===== config.mk =====
export PLATFORM = sky130hd
export DESIGN_NAME = fifo_rd_ctrl_gather
export DESIGN_NICKNAME = d
export VERILOG_FILES = /design/src/rtl/fifo_rd_ctrl_gather_pkg.sv /design/src/rtl/fifo_gather_shreg.sv /design/src/rtl/fifo_rd_ctrl_gather.sv
export SDC_FILE = /design/constraint.sdc
export NUM_CORES = 1
export LEC_CHECK = 0
export CORE_MARGIN = 3
export CORE_UTILIZATION = 39
export CTS_CLUSTER_DIAMETER = 60
export DETAILED_ROUTE_END_ITERATION = 12
export DONT_BUFFER_PORTS = 1
export GPL_TIMING_DRIVEN = 0
export PLACE_DENSITY_LB_ADDON = 0.25
export SLEW_MARGIN = 20
export SYNTH_ARGS = -nofsm -noshare
export SYNTH_HDL_FRONTEND = slang
export SYNTH_SLANG_ARGS = --single-unit

===== constraint.sdc =====
create_clock -name clk -period 3.41 [get_ports clk]
set_input_delay 1.023 -clock clk [delete_from_list [all_inputs] [get_ports clk]]
set_output_delay 1.023 -clock clk [all_outputs]
set_load 0.03 [all_outputs]

===== src/rtl/fifo_rd_ctrl_gather_pkg.sv =====
// Shared definitions for the gathering FIFO read controller: state encoding,
// width derivations and parameter legality checks.
package fifo_rd_ctrl_gather_pkg;

  typedef enum logic [1:0] {
    IDLE  = 2'd0,
    FETCH = 2'd1,
    HOLD  = 2'd2
  } rd_state_e;

  // Memory words packed into one output word.
  function automatic int calc_ratio(input int r_data_width, input int mem_width);
    return (mem_width > 0) ? (r_data_width / mem_width) : 0;
  endfunction

  // Pointers carry one extra wrap bit above the address.
  function automatic int ptr_width(input int addr_width);
    return addr_width + 1;
  endfunction

  function automatic bit params_legal(input int r_data_width, input int mem_width,
                                      input int addr_width, input int fifo_depth);
    int ratio;
    if (mem_width <= 0 || r_data_width <= 0) return 1'b0;
    if (r_data_width % mem_width != 0) return 1'b0;
    ratio = r_data_width / mem_width;
    if (fifo_depth % ratio != 0) return 1'b0;
    return fifo_depth == (1 << addr_width);
  endfunction

endpackage


===== src/rtl/fifo_gather_shreg.sv =====
// Pack register: drops each captured memory word into the next slot, first
// word in the LSBs, and pulses done on the capture that fills the last slot.
module fifo_gather_shreg #(
  parameter int MEM_WIDTH = 16,
  parameter int RATIO     = 4
) (
  input  logic                       clk,
  input  logic                       reset,
  input  logic                       capture,
  input  logic [MEM_WIDTH-1:0]       mem_data,
  output logic [RATIO*MEM_WIDTH-1:0] pack,
  output logic                       done
);

  localparam int SLOT_W = (RATIO > 1) ? $clog2(RATIO) : 1;
  localparam logic [SLOT_W-1:0] LAST_SLOT = SLOT_W'(RATIO - 1);

  logic [SLOT_W-1:0] slot;

  assign done = capture && (slot == LAST_SLOT);

  // NOTE: sequential state uses non-blocking assignments so every register
  // samples pre-edge values regardless of statement order.
  always_ff @(posedge clk) begin
    if (reset) begin
      slot <= '0;
      pack <= '0;
    end else if (capture) begin
      pack[slot*MEM_WIDTH +: MEM_WIDTH] <= mem_data;
      slot <= done ? '0 : slot + SLOT_W'(1);
    end
  end

endmodule


===== src/rtl/fifo_rd_ctrl_gather.sv =====
// Read-side controller for the PE scratch FIFOs: fetches RATIO memory words per
// output word and presents the packed result behind a valid/request handshake.
module fifo_rd_ctrl_gather
  import fifo_rd_ctrl_gather_pkg::*;
#(
  parameter int R_DATA_WIDTH = 64,
  parameter int MEM_WIDTH    = 16,
  parameter int ADDR_WIDTH   = 4,
  parameter int FIFO_DEPTH   = 16
) (
  input  logic                               clk,
  input  logic                               reset,
  input  logic [ptr_width(ADDR_WIDTH)-1:0]   wr_ptr,
  output logic [ptr_width(ADDR_WIDTH)-1:0]   rd_ptr,
  output logic                               mem_rd_en,
  output logic [ADDR_WIDTH-1:0]              mem_rd_addr,
  input  logic [MEM_WIDTH-1:0]               mem_rd_data,
  output logic [R_DATA_WIDTH-1:0]            rd_data,
  output logic                               rd_valid,
  input  logic                               rd_request,
  output logic                               empty_flag,
  output logic [ptr_width(ADDR_WIDTH)-1:0]   fill_count
);

  localparam int RATIO = calc_ratio(R_DATA_WIDTH, MEM_WIDTH);
  localparam int PW    = ptr_width(ADDR_WIDTH);
  localparam int CNT_W = $clog2(RATIO + 1);

  if (!params_legal(R_DATA_WIDTH, MEM_WIDTH, ADDR_WIDTH, FIFO_DEPTH)) begin : g_param_check
    $error("fifo_rd_ctrl_gather: illegal parameter combination");
  end

  rd_state_e         state, state_next;
  logic [PW-1:0]     fetch_ptr;
  logic [PW-1:0]     avail;
  logic [CNT_W-1:0]  issue_cnt;
  logic              issue;
  logic              capture;
  logic              start;
  logic              can_start;
  logic              pop;
  logic              gather_done;

  // fetch_ptr runs ahead of rd_ptr by the words issued but not yet retired,
  // so measuring from it gives what is still free to fetch.
  assign avail      = wr_ptr - fetch_ptr;
  assign fill_count = wr_ptr - rd_ptr;
  assign empty_flag = (wr_ptr == rd_ptr);
  assign can_start  = (avail >= PW'(RATIO));
  assign pop        = rd_valid && rd_request;

  assign issue       = (state == FETCH) && (issue_cnt != CNT_W'(RATIO));
  assign mem_rd_en   = issue;
  assign mem_rd_addr = fetch_ptr[ADDR_WIDTH-1:0];

  // NOTE: every output of this block gets a default first, so no path
  // through the case leaves a variable unassigned and no latch is inferred.
  always_comb begin
    state_next = state;
    start      = 1'b0;
    unique case (state)
      IDLE: begin
        if (can_start && (!rd_valid || pop)) begin
          state_next = FETCH;
          start      = 1'b1;
        end
      end
      FETCH: begin
        if (gather_done) state_next = HOLD;
      end
      HOLD: begin
        if (pop) begin
          if (can_start) begin
            state_next = FETCH;
            start      = 1'b1;
          end else begin
            state_next = IDLE;
          end
        end
      end
      default: state_next = IDLE;
    endcase
  end

  always_ff @(posedge clk) begin
    if (reset) begin
      state     <= IDLE;
      fetch_ptr <= '0;
      rd_ptr    <= '0;
      issue_cnt <= '0;
      capture   <= 1'b0;
      rd_valid  <= 1'b0;
    end else begin
      state   <= state_next;
      capture <= issue;
      if (start) begin
        issue_cnt <= '0;
      end else if (issue) begin
        issue_cnt <= issue_cnt + CNT_W'(1);
      end
      if (issue) fetch_ptr <= fetch_ptr + PW'(1);
      // Retire on capture, not issue, so the writer cannot reuse the slot early.
      if (capture) rd_ptr <= rd_ptr + PW'(1);
      if (gather_done) begin
        rd_valid <= 1'b1;
      end else if (pop) begin
        rd_valid <= 1'b0;
      end
    end
  end

  fifo_gather_shreg #(
    .MEM_WIDTH (MEM_WIDTH),
    .RATIO     (RATIO)
  ) u_shreg (
    .clk      (clk),
    .reset    (reset),
    .capture  (capture),
    .mem_data (mem_rd_data),
    .pack     (rd_data),
    .done     (gather_done)
  );

endmodule


# Word-level counts from Yosys, hierarchy flattened
# Cells that the tools add are included.
[op_classes] eq_ne=8 n_mux=13 n_reduce_logical=10 shift=2 add_sub_neg=7 order_cmp=1
[ops] cell="$bwmux W64" count=1
[ops] cell="$shift A16 B34 Y64 const A" count=1
[ops] cell="$shiftx A16 B34 Y64" count=1
[ops] cell="$neg A6 Y34" count=1
[ops] cell="$add A5 B1 Y5 const B" count=2
[ops] cell="$sub A5 B5 Y5" count=2
[ops] cell="$mux W2" count=4
[ops] cell="$mux W1" count=6
[ops] cell="$pmux W2 S3" count=1
[ops] cell="$eq A5 B5 Y1" count=1
[ops] cell="$ge A5 B3 Y1 const B" count=1
[ops] cell="$eq A2 B2 Y1 const B" count=2
[ops] cell="$logic_and A1 B1 Y1" count=4
[ops] cell="$ne A2 B2 Y1 const B" count=2
[ops] cell="$add A3 B1 Y3 const B" count=1
[ops] cell="$ne A3 B3 Y1 const B" count=1
[ops] cell="$reduce_and A3 Y1" count=1
[ops] cell="$add A2 B1 Y2 const B" count=1
[ops] cell="$eq A2 B1 Y1 const B" count=1
[ops] cell="$logic_not A2 Y1" count=1
[ops] cell="$ne A2 B1 Y1 const B" count=1
[ops] cell="$pmux W1 S2" count=1
[ops] cell="$reduce_bool A2 Y1" count=1
[ops] cell="$reduce_or A2 Y1" count=1
[ops] cell="other kinds (2)" count=2
[totals] out_inout_bits=81 input_bits=24 wordCells=49 ff_bits=83

# Logic depth before layout (Yosys ltp)
# Gate-level depths: netlist of the first run.
[logic_depth] ltp_word=6 ltp_mapped=8 depth_no_buf=8

# Modules after synthesis
# From an unflattened synthesis of the first run, not the netlist that was laid out.
[unflattened] cells_unflattened=292 hier_area_um2=3288.2
[by_module_without_submodules] module="fifo_gather_shreg" instances=1 cells_each=168 area_each_um2=2188.3 seq_area_each_um2=1321.3
[by_module_without_submodules] module="fifo_rd_ctrl_gather" instances=1 cells_each=124 area_each_um2=1099.8 seq_area_each_um2=340.3

# Least setup slack after synthesis of the first run
# OpenSTA, ideal clock, no wires.
[synth_timing] path_type="input -> output" start="input port wr_ptr[0]" end="output port fill_count[4]" slack_ns=0.022 required_time_ns=2.387 n_path_buf=0 cell_stages=7 arrival_time_ns=2.365 cell_sequence="inv_1 -> ha_1 -> fa_1 -> inv_1 -> a21o_1 -> a21oi_1 -> xor2_1"
[synth_via] elab_chain_len=1
[synth_lines] element="start, declared" line="fifo_rd_ctrl_gather.sv:13" text="input logic [ptr_width(ADDR_WIDTH)-1:0] wr_ptr,"
[synth_lines] element="$sub A5 B5 Y5" line="fifo_rd_ctrl_gather.sv:47" text="assign fill_count = wr_ptr - rd_ptr;"
[synth_lines] element="end, declared" line="fifo_rd_ctrl_gather.sv:22" text="output logic [ptr_width(ADDR_WIDTH)-1:0] fill_count"
# Every way passes these cells.

# Worst setup path in the final report of the first run
# Ends and elaborated chain as after synthesis.

==> impl_metrics.tcl, run 1 <==
set metrics [dict create \
    run_status "complete, no violations" \
    clkLatencyLatePin_ns 0.37 \
    cts-buffers-inserted 9 \
    criticalPathCategory "in -> out" \
    num_vias 2609 \
    yosysTopAreaCellShare 0.4881 \
    critPathMaxFanout 2 \
    globalRouteTotalUtil 0.1832 \
    initial_antenna_violation_count 0 \
    netlist-cell-type-count 40 \
    cellLeakagePower_uw 0.001438 \
    clkSinkCount 83 \
    count_of_nets_after_finishing 404 \
    min-delay-path-class "reg -> reg" \
    net-switching-power_uw 674.2 \
    slew_violations 0 \
    setup-violations-final 0 \
    tightest_slew_ns 0.6989 \
    area_growth_syn_to_fin_pct 10.11 \
    pwr-share-seq 0.521 \
    yosys_register_bits 83 \
    antenna-diode-count 0 \
    final_critical_path_time_including_i_o_delays_and_setup_ns 3.344 \
    synth_compound_gate_area_share 0.1838 \
    crit_share_post_route 0.9805 \
    sum_of_routed_wire_length_over_all_layers_um 8769 \
    yosys_top_cell_by_area "sky130_fd_sc_hd__dfxtp_1" \
    mappedNetlistNets 393 \
    drt-initial-drc-count 184 \
    antenna_left 0 \
    clk_path_buf_depth 2 \
    drc 0 \
    max-cap-violations 0 \
    synth_simple_gate_area_share 0.1474 \
    fp.dieH_um 99.43 \
    cts_resized 1 \
    timing.clock.skew_ns 0.01336 \
    boundaryPins 105 \
    p_sw_frac 0.3261 \
    worstPathArrival_ns 2.32 \
    hold-worst-slack_ns 0.5085 \
    grt_first_pass_wirelength_um 14080 \
    synth-seq-area-share 0.4881 \
    post_synth_xor_area_fraction 0.04373 \
    mappedNetlistArea_mm2 0.003405 \
    gpl.final_weighted_congestion 0.8131 \
    setup.worst_path.start_class "input port" \
    syn-mean-instance-area_um2 9.727 \
    post_cts_setup_buffer_count 0 \
    die_area_mm2 0.009886 \
    share_clk_of_total_power 0.347 \
    yosysWarningCount 0 \
    route.detailed.wl_per_inst_um 18.62 \
    rows 33 \
    detailedRoute.firstPassIterationCount 7 \
    placement.io_buffers 0 \
    coreArea_mm2 0.008341 \
    post_route_setup_tns_ns 0 \
    share_comb_of_total_power 0.132 \
    clk_transition_reported_paths_ns 0.10 \
    grt_remaining_overflow 0 \
    setup.reg_to_reg.worst_slack_ns 1.32 \
    synth.area.mux_share 0.002940 \
    synth_top_family_by_area "compound AO/OA/AOI/OAI gates" \
    yosys.area_share.adder 0.07424 \
    cts_h_tree_lvls 3 \
    via_count_of_the_first_global_routing_pass 2662 \
    grt_max_degree 19 \
    yosys-top-cells-area "sky130_fd_sc_hd__dfxtp_1, sky130_fd_sc_hd__a22oi_1, sky130_fd_sc_hd__nor2_1" \
    netlist_instances 350 \
    floorplan.initialDensity 0.4082 \
    ratio_of_routed_vias_to_standard_cells 5.539 \
    cts_root_buf "sky130_fd_sc_hd__clkbuf_8" \
    max_clock_freq_ghz 0.2991 \
    max-vdd-ir-drop_v 0.0002766 \
    intPower_uw 1393 \
    postCtsHoldBufs 0 \
    data_required_critical_path_ns 2.39 \
    tritoncts_clock_tree "built" \
    die_width_um 99.43 \
    fin_hold_viols 0 \
    final_layout_size_suffix_gt1_frac 0.1011 \
    power_density_mw_per_mm2 551.5 \
    detailed_place_hpwl_um 6204 \
    critical_path.endpoint_type "output pin" \
    relSlewSlack 0.5307 \
]
## sequential cells by signal, indices dropped and copies added (netlist names)
register      flops
u_shreg.slot      2
rd_ptr            5
rd_valid          1
fetch_ptr         5
capture           1
issue_cnt         3
state             2
u_shreg.pack     64
## synthesized netlist by cell type
cell and instances:
sky130_fd_sc_hd__and3_1 1, sky130_fd_sc_hd__fa_1 2, sky130_fd_sc_hd__and4_1 2, sky130_fd_sc_hd__o311a_1 1, sky130_fd_sc_hd__nor2_1 64, sky130_fd_sc_hd__nand2_1 9
sky130_fd_sc_hd__buf_6 2, sky130_fd_sc_hd__and2_1 4, sky130_fd_sc_hd__a211oi_1 3, sky130_fd_sc_hd__nor4b_4 1, sky130_fd_sc_hd__nor2b_1 2, sky130_fd_sc_hd__nand3_1 5
sky130_fd_sc_hd__o32ai_2 1, sky130_fd_sc_hd__xnor2_1 8, sky130_fd_sc_hd__a22o_1 13, sky130_fd_sc_hd__and2b_1 1, sky130_fd_sc_hd__buf_1 1, sky130_fd_sc_hd__a221oi_1 1
sky130_fd_sc_hd__nor4bb_1 1, sky130_fd_sc_hd__a21o_1 2, sky130_fd_sc_hd__nand3b_1 2, sky130_fd_sc_hd__buf_4 6, sky130_fd_sc_hd__a22oi_1 51, sky130_fd_sc_hd__inv_1 19
sky130_fd_sc_hd__and4b_1 1, sky130_fd_sc_hd__mux2i_1 1, sky130_fd_sc_hd__o21a_1 1, sky130_fd_sc_hd__clkbuf_1 11, sky130_fd_sc_hd__or2_2 1, sky130_fd_sc_hd__xor2_1 9
sky130_fd_sc_hd__ha_1 17, sky130_fd_sc_hd__dfxtp_1 83, sky130_fd_sc_hd__nor3_1 2, sky130_fd_sc_hd__a21oi_1 8, sky130_fd_sc_hd__nand4_1 5, sky130_fd_sc_hd__buf_2 4
sky130_fd_sc_hd__nand2_2 1, sky130_fd_sc_hd__nand2b_1 2, sky130_fd_sc_hd__a31o_2 1, sky130_fd_sc_hd__and2_4 1
## metrics by stage
step | setup WS [ns] | area (um2) | utilization | cells | total power, uW
6_report | 0.06633 | 3749 | 0.4494 | 471 | 2067
5_1_grt | -0.008096 | 3749 | 0.4494 | 471 | 2166
4_1_cts | 0.06011 | 3744 | 0.4488 | 471 | 2088
3_5_place_dp | -0.07292 | 3536 | 0.4239 | 455 | 1371
3_3_place_gp | -0.05073 | 3536 | 0.4239 | 455 | 1361
2_1_floorplan | 0.02153 | 3405 | - | 350 | 1312
## cell families after synthesis
logic type	after synthesis
xor gates and xnor gates	17
and+or+nand+nor	105
DFF	83
AOI/OAI and AO/OA	82
muxes	1
adders and majority gates	19
buffers and inverters	43
## power by group through the flow
stage	sequential (uW)	clock, uW	combinational, uW
finish	1080	717	274
global route	1080	775	307
CTS	1080	736	275
detailed placement	1100	0	272
global placement	1100	0	264
floorplan	1090	0	225
## layout by cell type, fill, tap and decap left out, types with 3 or more instances in the layout
cell type	Yosys	layout
sky130_fd_sc_hd__dfxtp_1	83	82
sky130_fd_sc_hd__nor2_1	64	64
sky130_fd_sc_hd__a22oi_1	51	51
sky130_fd_sc_hd__inv_1	19	19
sky130_fd_sc_hd__ha_1	17	17
sky130_fd_sc_hd__a22o_1	13	13
sky130_fd_sc_hd__clkbuf_1	11	11
sky130_fd_sc_hd__nand2_1	9	9
sky130_fd_sc_hd__clkbuf_8	0	9
sky130_fd_sc_hd__xor2_1	9	8
sky130_fd_sc_hd__xnor2_1	8	8
sky130_fd_sc_hd__a21oi_1	8	7
sky130_fd_sc_hd__buf_4	6	6
sky130_fd_sc_hd__nand4_1	5	5
sky130_fd_sc_hd__nand3_1	5	5
sky130_fd_sc_hd__buf_2	4	4
sky130_fd_sc_hd__and2_1	4	4
sky130_fd_sc_hd__a211oi_1	3	3
sky130_fd_sc_hd__inv_8	0	3
## routing by layer
metal	wire (um)	vias up	global-route usage
met5	0	-	0
met4	217	0	0.07668
met3	762	19	0.06522
met2	4264	99	0.3053
met1	3525	1243	0.2136
li1	-	1248	-
## final timing paths
path / start / to / cells after the start
worst max register to register: fetch_ptr[0] / issue_cnt[1] / 7
worst max-delay path: wr_ptr[0] / fill_count[4] / 7
worst min register to register: issue_cnt[1] / issue_cnt[1] / 2
worst min-delay path: issue_cnt[1] / issue_cnt[1] / 2
## critical path: stages
cell                      delay [ns]
sky130_fd_sc_hd__inv_1          0.05
sky130_fd_sc_hd__ha_1           0.22
sky130_fd_sc_hd__fa_1           0.40
sky130_fd_sc_hd__inv_1          0.07
sky130_fd_sc_hd__a21o_1         0.12
sky130_fd_sc_hd__a21oi_2        0.08
sky130_fd_sc_hd__xor2_2         0.35
## cell type report
| type | instances | area, um2 |
|---|---|---|
| clock buffer | 9 | 123.9 |
| sequential | 83 | 1663 |
| fill | 807 | 4592 |
| multi-input combinational | 224 | 1550 |
| clock inverter | 7 | 76.32 |
| tap | 105 | 131.4 |
| inverter | 19 | 71.32 |
| buffer | 24 | 132.6 |
No activity file was read; power rests on OpenSTA's default activity.
==> run 2, diff against run 1 <==
--- a/config.mk
+++ b/config.mk
@@ -5,6 +5,8 @@
 export SDC_FILE = /design/constraint.sdc
 export NUM_CORES = 1
 export LEC_CHECK = 0
+export CELL_PAD_IN_SITES_DETAIL_PLACEMENT = 1
+export CELL_PAD_IN_SITES_GLOBAL_PLACEMENT = 1
 export CORE_MARGIN = 3
 export CORE_UTILIZATION = 39
 export CTS_CLUSTER_DIAMETER = 60
==> impl_metrics.tcl, run 2 (synthesized netlist as in run 1, its figures left out) <==
set metrics [dict create \
    num_vias 2623 \
    tritoncts_clock_tree "built" \
    final_cell_area_mm2 0.003767 \
    timing.clock.skew_ns 0.01059 \
    detailedRoute.firstPassIterationCount 4 \
    hold-worst-slack_ns 0.5056 \
    grt_max_degree 17 \
    whs_path_depth 2 \
    worstPathArrival_ns 2.27 \
    grt_remaining_overflow 0 \
    setup.worst_path.start_class "input port" \
    cts-buffers-inserted 9 \
    clk_transition_reported_paths_ns 0.08 \
    rsz0062_at_grt "no" \
    detailed_place_hpwl_um 6747 \
    relSlewSlack 0.5310 \
    power_density_mw_per_mm2 555.3 \
    cp_slowest_cell "sky130_fd_sc_hd__xnor2_1" \
    run_status "complete, no violations" \
    cts_root_buf "sky130_fd_sc_hd__clkbuf_8" \
    clkLatencyLatePin_ns 0.36 \
    cts_h_tree_lvls 3 \
    count_of_nets_after_finishing 404 \
    sum_of_routed_wire_length_over_all_layers_um 9104 \
    cp_num_buf_inv 1 \
    initial_antenna_violation_count 0 \
    setup.reg_to_reg.worst_slack_ns 1.31 \
    max-vdd-ir-drop_v 0.0002299 \
    boundaryPins 105 \
    final_critical_path_time_including_i_o_delays_and_setup_ns 3.296 \
    min-delay-path-class "reg -> reg" \
    cp_slowest_stage_delay_ns 0.59 \
    rows 33 \
    mostFrequentLayoutCells "sky130_fd_sc_hd__dfxtp_1, sky130_fd_sc_hd__nor2_1, sky130_fd_sc_hd__a22oi_1" \
    rr_worst_depth 7 \
    via_count_of_the_first_global_routing_pass 2762 \
    die_area_mm2 0.009886 \
    slew_violations 0 \
    timing.hold.worst_endpoint "state[1]" \
    data_required_critical_path_ns 2.39 \
    ratio_of_routed_vias_to_standard_cells 5.569 \
    criticalPathCategory "in -> out" \
    coreArea_mm2 0.008341 \
    critical_register_to_register_path_startpoint "fetch_ptr[0]" \
    postPlaceCellArea_mm2 0.003536 \
    clkSinkCount 83 \
    fp.dieH_um 99.43 \
    die_width_um 99.43 \
    tightest_slew_ns 0.6984 \
    largest_reg_flops 64 \
    most_frequent_standard_cell_in_the_layout_excluding_fill_and_tap_cells "sky130_fd_sc_hd__dfxtp_1" \
    max_flop_register "u_shreg.pack" \
    setup-violations-final 0 \
    floorplan.initialDensity 0.4082 \
    final_layout_size_suffix_gt1_frac 0.1011 \
    max-cap-violations 0 \
    critPathTopFamily "adder cells" \
    route.detailed.wl_per_inst_um 19.33 \
    globalRouteTotalUtil 0.1890 \
    drc 0 \
    antenna_left 0 \
    worst_path_cell_trace "inv_1 > ha_1 > fa_1 > xnor2_1" \
    placement.io_buffers 0 \
    max_clock_freq_ghz 0.3034 \
    hold_path.startpoint "state[1]" \
    fin_hold_viols 0 \
    critical_path.endpoint_type "output pin" \
    critPathMaxFanout 2 \
    antenna-diode-count 0 \
    crit_share_post_route 0.9667 \
    reg.largest.list "u_shreg.pack x64, fetch_ptr x5, rd_ptr x5" \
    fillers 951 \
    gpl.final_weighted_congestion 0.8305 \
    drt-initial-drc-count 91 \
    worstReg2RegEnd "issue_cnt[1]" \
    cellLeakagePower_uw 0.001439 \
    clk_path_buf_depth 2 \
    area_growth_syn_to_fin_pct 10.66 \
    post_cts_setup_buffer_count 0 \
    grt_first_pass_wirelength_um 14690 \
]
run 2: changes by cell type in the layout (fill, tap and decap cells not counted), sizes merged:
cell | previous run | this run
inv | 24 | 22
bufinv | 0 | 1
clkinvlp | 0 | 1
run 2: report_power, final:
| group | total, uW | switching [uW] | internal (uW) | leakage (uW) |
|---|---|---|---|---|
| registers | 1080 | 73.2 | 1000 | 0.000671 |
| logic | 276 | 177 | 98.7 | 0.000666 |
| clock network | 741 | 389 | 351 | 0.000102 |
run 2: metal layers:
layer | part of all wire | wire, um | global-route usage
met5 | 0 | 0 | 0
met4 | 0.017 | 151 | 0.06828
met3 | 0.072 | 653 | 0.06662
met2 | 0.49 | 4434 | 0.3156
met1 | 0.42 | 3865 | 0.2245
run 2: cell type report:
type                       count  area, um2  share of cell area
inverter                      19      71.32             0.01893
tap                          105      131.4             0.03487
multi-input combinational    224       1562              0.4145
clock inverter                 7      83.83             0.02225
sequential                    83       1663              0.4414
clock buffer                   9      123.9             0.03288
buffer                        24      132.6             0.03520
run 2: worst reg2reg max path, delay by kind of cell (launching register included):
family | cells | cell delay (ns)
buffers and inverters | 1 | 0.05
AOI/OAI and AO/OA | 3 | 0.71
and+or+nand+nor | 1 | 0.17
DFF | 1 | 0.43
adders and majority gates | 2 | 0.61
run 2: worst max-delay path by stage:
stage | to | depth (start not counted) | start | slack, ns
6_report | fill_count[2] | 4 | wr_ptr[0] | 0.11
5_1_grt | fill_count[2] | 4 | wr_ptr[0] | 0.05
4_1_cts | fill_count[4] | 6 | rd_ptr[0] | 0.04
3_5_place_dp | fill_count[4] | 7 | wr_ptr[0] | -0.10
3_3_place_gp | fill_count[4] | 7 | wr_ptr[0] | -0.07
2_1_floorplan | fill_count[4] | 7 | wr_ptr[0] | 0.02
run 2: per-stage QoR:
| stage | setup slack, ns | util | setup TNS [ns] | std cells | total power (uW) |
|---|---|---|---|---|---|
| CTS | 0.03785 | 0.4497 | 0 | 471 | 2117 |
| detailed placement | -0.1005 | 0.4239 | -0.1005 | 455 | 1376 |
| global placement | -0.07127 | 0.4239 | -0.07127 | 455 | 1364 |
| floorplan | 0.02153 | - | 0 | 350 | 1312 |
| finish | 0.1135 | 0.4517 | 0 | 471 | 2092 |
| global route | 0.04858 | 0.4517 | 0 | 471 | 2202 |
run 2: timing repair:
| action | CTS | global route |
|---|---|---|
| endpoints found under the setup margin | 1 | 1 |
| gates resized for setup | 1 | 3 |
| hold buffers | 0 | 0 |
==> run 3, diff against run 2 <==
==> constraint.sdc (replaced) <==
create_clock -name clk -period 3.6 [get_ports clk]
set_input_delay 1.08 -clock clk [delete_from_list [all_inputs] [get_ports clk]]
set_output_delay 1.08 -clock clk [all_outputs]
set_load 0.03 [all_outputs]
==> impl_metrics.tcl, run 3 (synthesized netlist as in run 1, its figures left out) <==
set metrics [dict create \
    final.setup.worst_slack_ns 0.1370 \
    max_flop_register "u_shreg.pack" \
    antenna-diode-count 0 \
    timing.hold.worst_endpoint "state[1]" \
    grt_remaining_overflow 0 \
    clk_path_buf_depth 2 \
    cts-buffers-inserted 9 \
    ratio_of_routed_vias_to_standard_cells 5.554 \
    mostFrequentLayoutCells "sky130_fd_sc_hd__dfxtp_1, sky130_fd_sc_hd__nor2_1, sky130_fd_sc_hd__a22oi_1" \
    sum_of_routed_wire_length_over_all_layers_um 9088 \
    max-cap-violations 0 \
    fp.dieH_um 99.43 \
    tritoncts_clock_tree "built" \
    critical_register_to_register_path_startpoint "fetch_ptr[0]" \
    route.detailed.wl_per_inst_um 19.30 \
    drc 0 \
    min-delay-path-class "reg -> reg" \
    post-layout-total-power_uw 1978 \
    data_required_critical_path_ns 2.52 \
    criticalPathCategory "in -> out" \
    floorplan.initialDensity 0.4082 \
    initial_antenna_violation_count 0 \
    clk_transition_reported_paths_ns 0.08 \
    detailed_place_hpwl_um 6747 \
    tightest_slew_ns 0.6992 \
    final_critical_path_time_including_i_o_delays_and_setup_ns 3.463 \
    postCtsHoldBufs 0 \
    slew_violations 0 \
    max-vdd-ir-drop_v 0.0002178 \
    most_frequent_standard_cell_in_the_layout_excluding_fill_and_tap_cells "sky130_fd_sc_hd__dfxtp_1" \
    worst_path_cell_trace "inv_1 > ha_1 > fa_1 > inv_1 > a21o_1 > a21oi_1 > xor2_2" \
    rsz0062_at_grt "no" \
    coreArea_mm2 0.008341 \
    num_vias 2616 \
    crit_top_cell "sky130_fd_sc_hd__inv_1" \
    clkLatencyLatePin_ns 0.36 \
    hold_path.startpoint "state[1]" \
    crit_share_post_route 0.9619 \
    via_count_of_the_first_global_routing_pass 2762 \
    max_clock_freq_ghz 0.2888 \
    rr_worst_depth 7 \
    gpl.final_weighted_congestion 0.8305 \
    grt_first_pass_wirelength_um 14690 \
    antenna_left 0 \
    die_width_um 99.43 \
    worstPathArrival_ns 2.38 \
    drt-initial-drc-count 85 \
    critical_path.endpoint_type "output pin" \
    cp_slowest_stage_delay_ns 0.38 \
    detailedRoute.firstPassIterationCount 4 \
    power_density_mw_per_mm2 527.4 \
    rows 33 \
    count_of_nets_after_finishing 404 \
    reg.largest.list "u_shreg.pack x64, fetch_ptr x5, rd_ptr x5" \
    boundaryPins 105 \
    timing.clock.skew_ns 0.01016 \
    final_layout_size_suffix_gt1_frac 0.09563 \
    cts_h_tree_lvls 3 \
    hold-worst-slack_ns 0.5056 \
    placement.io_buffers 0 \
    cp_slowest_cell "sky130_fd_sc_hd__xor2_2" \
    clkSinkCount 83 \
    stdcell_count 471 \
    area_growth_syn_to_fin_pct 10.18 \
    worstReg2RegEnd "issue_cnt[1]" \
    fillers 953 \
    setup.reg_to_reg.worst_slack_ns 1.53 \
    die_area_mm2 0.009886 \
    numPlacedInstances 455 \
    grt_max_degree 17 \
    globalRouteTotalUtil 0.1890 \
    fin_hold_viols 0 \
    critPathMaxFanout 2 \
    largest_reg_flops 64 \
    run_status "complete, no violations" \
    cts_root_buf "sky130_fd_sc_hd__clkbuf_8" \
    cellLeakagePower_uw 0.001437 \
    relSlewSlack 0.5305 \
    setup.worst_path.start_class "input port" \
    setup-violations-final 0 \
    placement.setup.worst_slack_ns -0.02446 \
    whs_path_depth 2 \
]
==> run 3: through the flow <==
step	cell area [um2]	setup TNS, ns	util
after floorplan	3405	0	-
after global placement	3536	0	0.4239
after detailed placement	3536	-0.02446	0.4239
after CTS	3751	0	0.4497
after global routing	3751	0	0.4497
final	3751	0	0.4497
==> run 3: per-layer routing <==
layer | GRT usage | part of all wire | wire, um
met2 | 0.3156 | 0.49 | 4429
met1 | 0.2245 | 0.42 | 3861
met5 | 0 | 0 | 0
met3 | 0.06662 | 0.071 | 646
met4 | 0.06828 | 0.017 | 151
==> run 3: cell type report <==
type,count,area [um2],share of cell area
clock inverters,7,83.83,0.02235
inverters,19,71.32,0.01901
multi-input cells,224,1546,0.4123
flip-flops and latches,83,1662,0.4430
clock buffers,9,123.9,0.03302
well taps,105,131.4,0.03502
plain buffers,24,132.6,0.03536
==> run 3: what timing repair did <==
| item | in CTS | in global routing |
|---|---|---|
| endpoints found under the setup margin | 1 | 0 |
| resized for setup | 1 | 0 |
| setup buffers | 0 | 0 |
==> run 3: worst max-delay path: cells and delay by family <==
kind,cells,cell delay [ns]
compound gates,2,0.40
xor+xnor,1,0.38
fa+ha+maj,2,0.40
buf+inv,2,0.11
==> run 3: how the worst max path moves through the flow <==
stage,start,end,slack [ns],depth (start not counted)
floorplan,wr_ptr[0],fill_count[4],0.1,7
global placement,wr_ptr[0],fill_count[4],0.005,7
detailed placement,wr_ptr[0],fill_count[4],-0.02,7
CTS,wr_ptr[0],fill_count[4],0.13,7
global route,wr_ptr[0],fill_count[4],0.03,7
finish,wr_ptr[0],fill_count[4],0.14,7
==> run 3: report_power, final <==
group	leakage, uW	switching (uW)	internal, uW	total [uW]
registers	0.000671	68.7	950	1020
logic	0.000664	166	92.3	259
clock network	0.000102	369	333	701
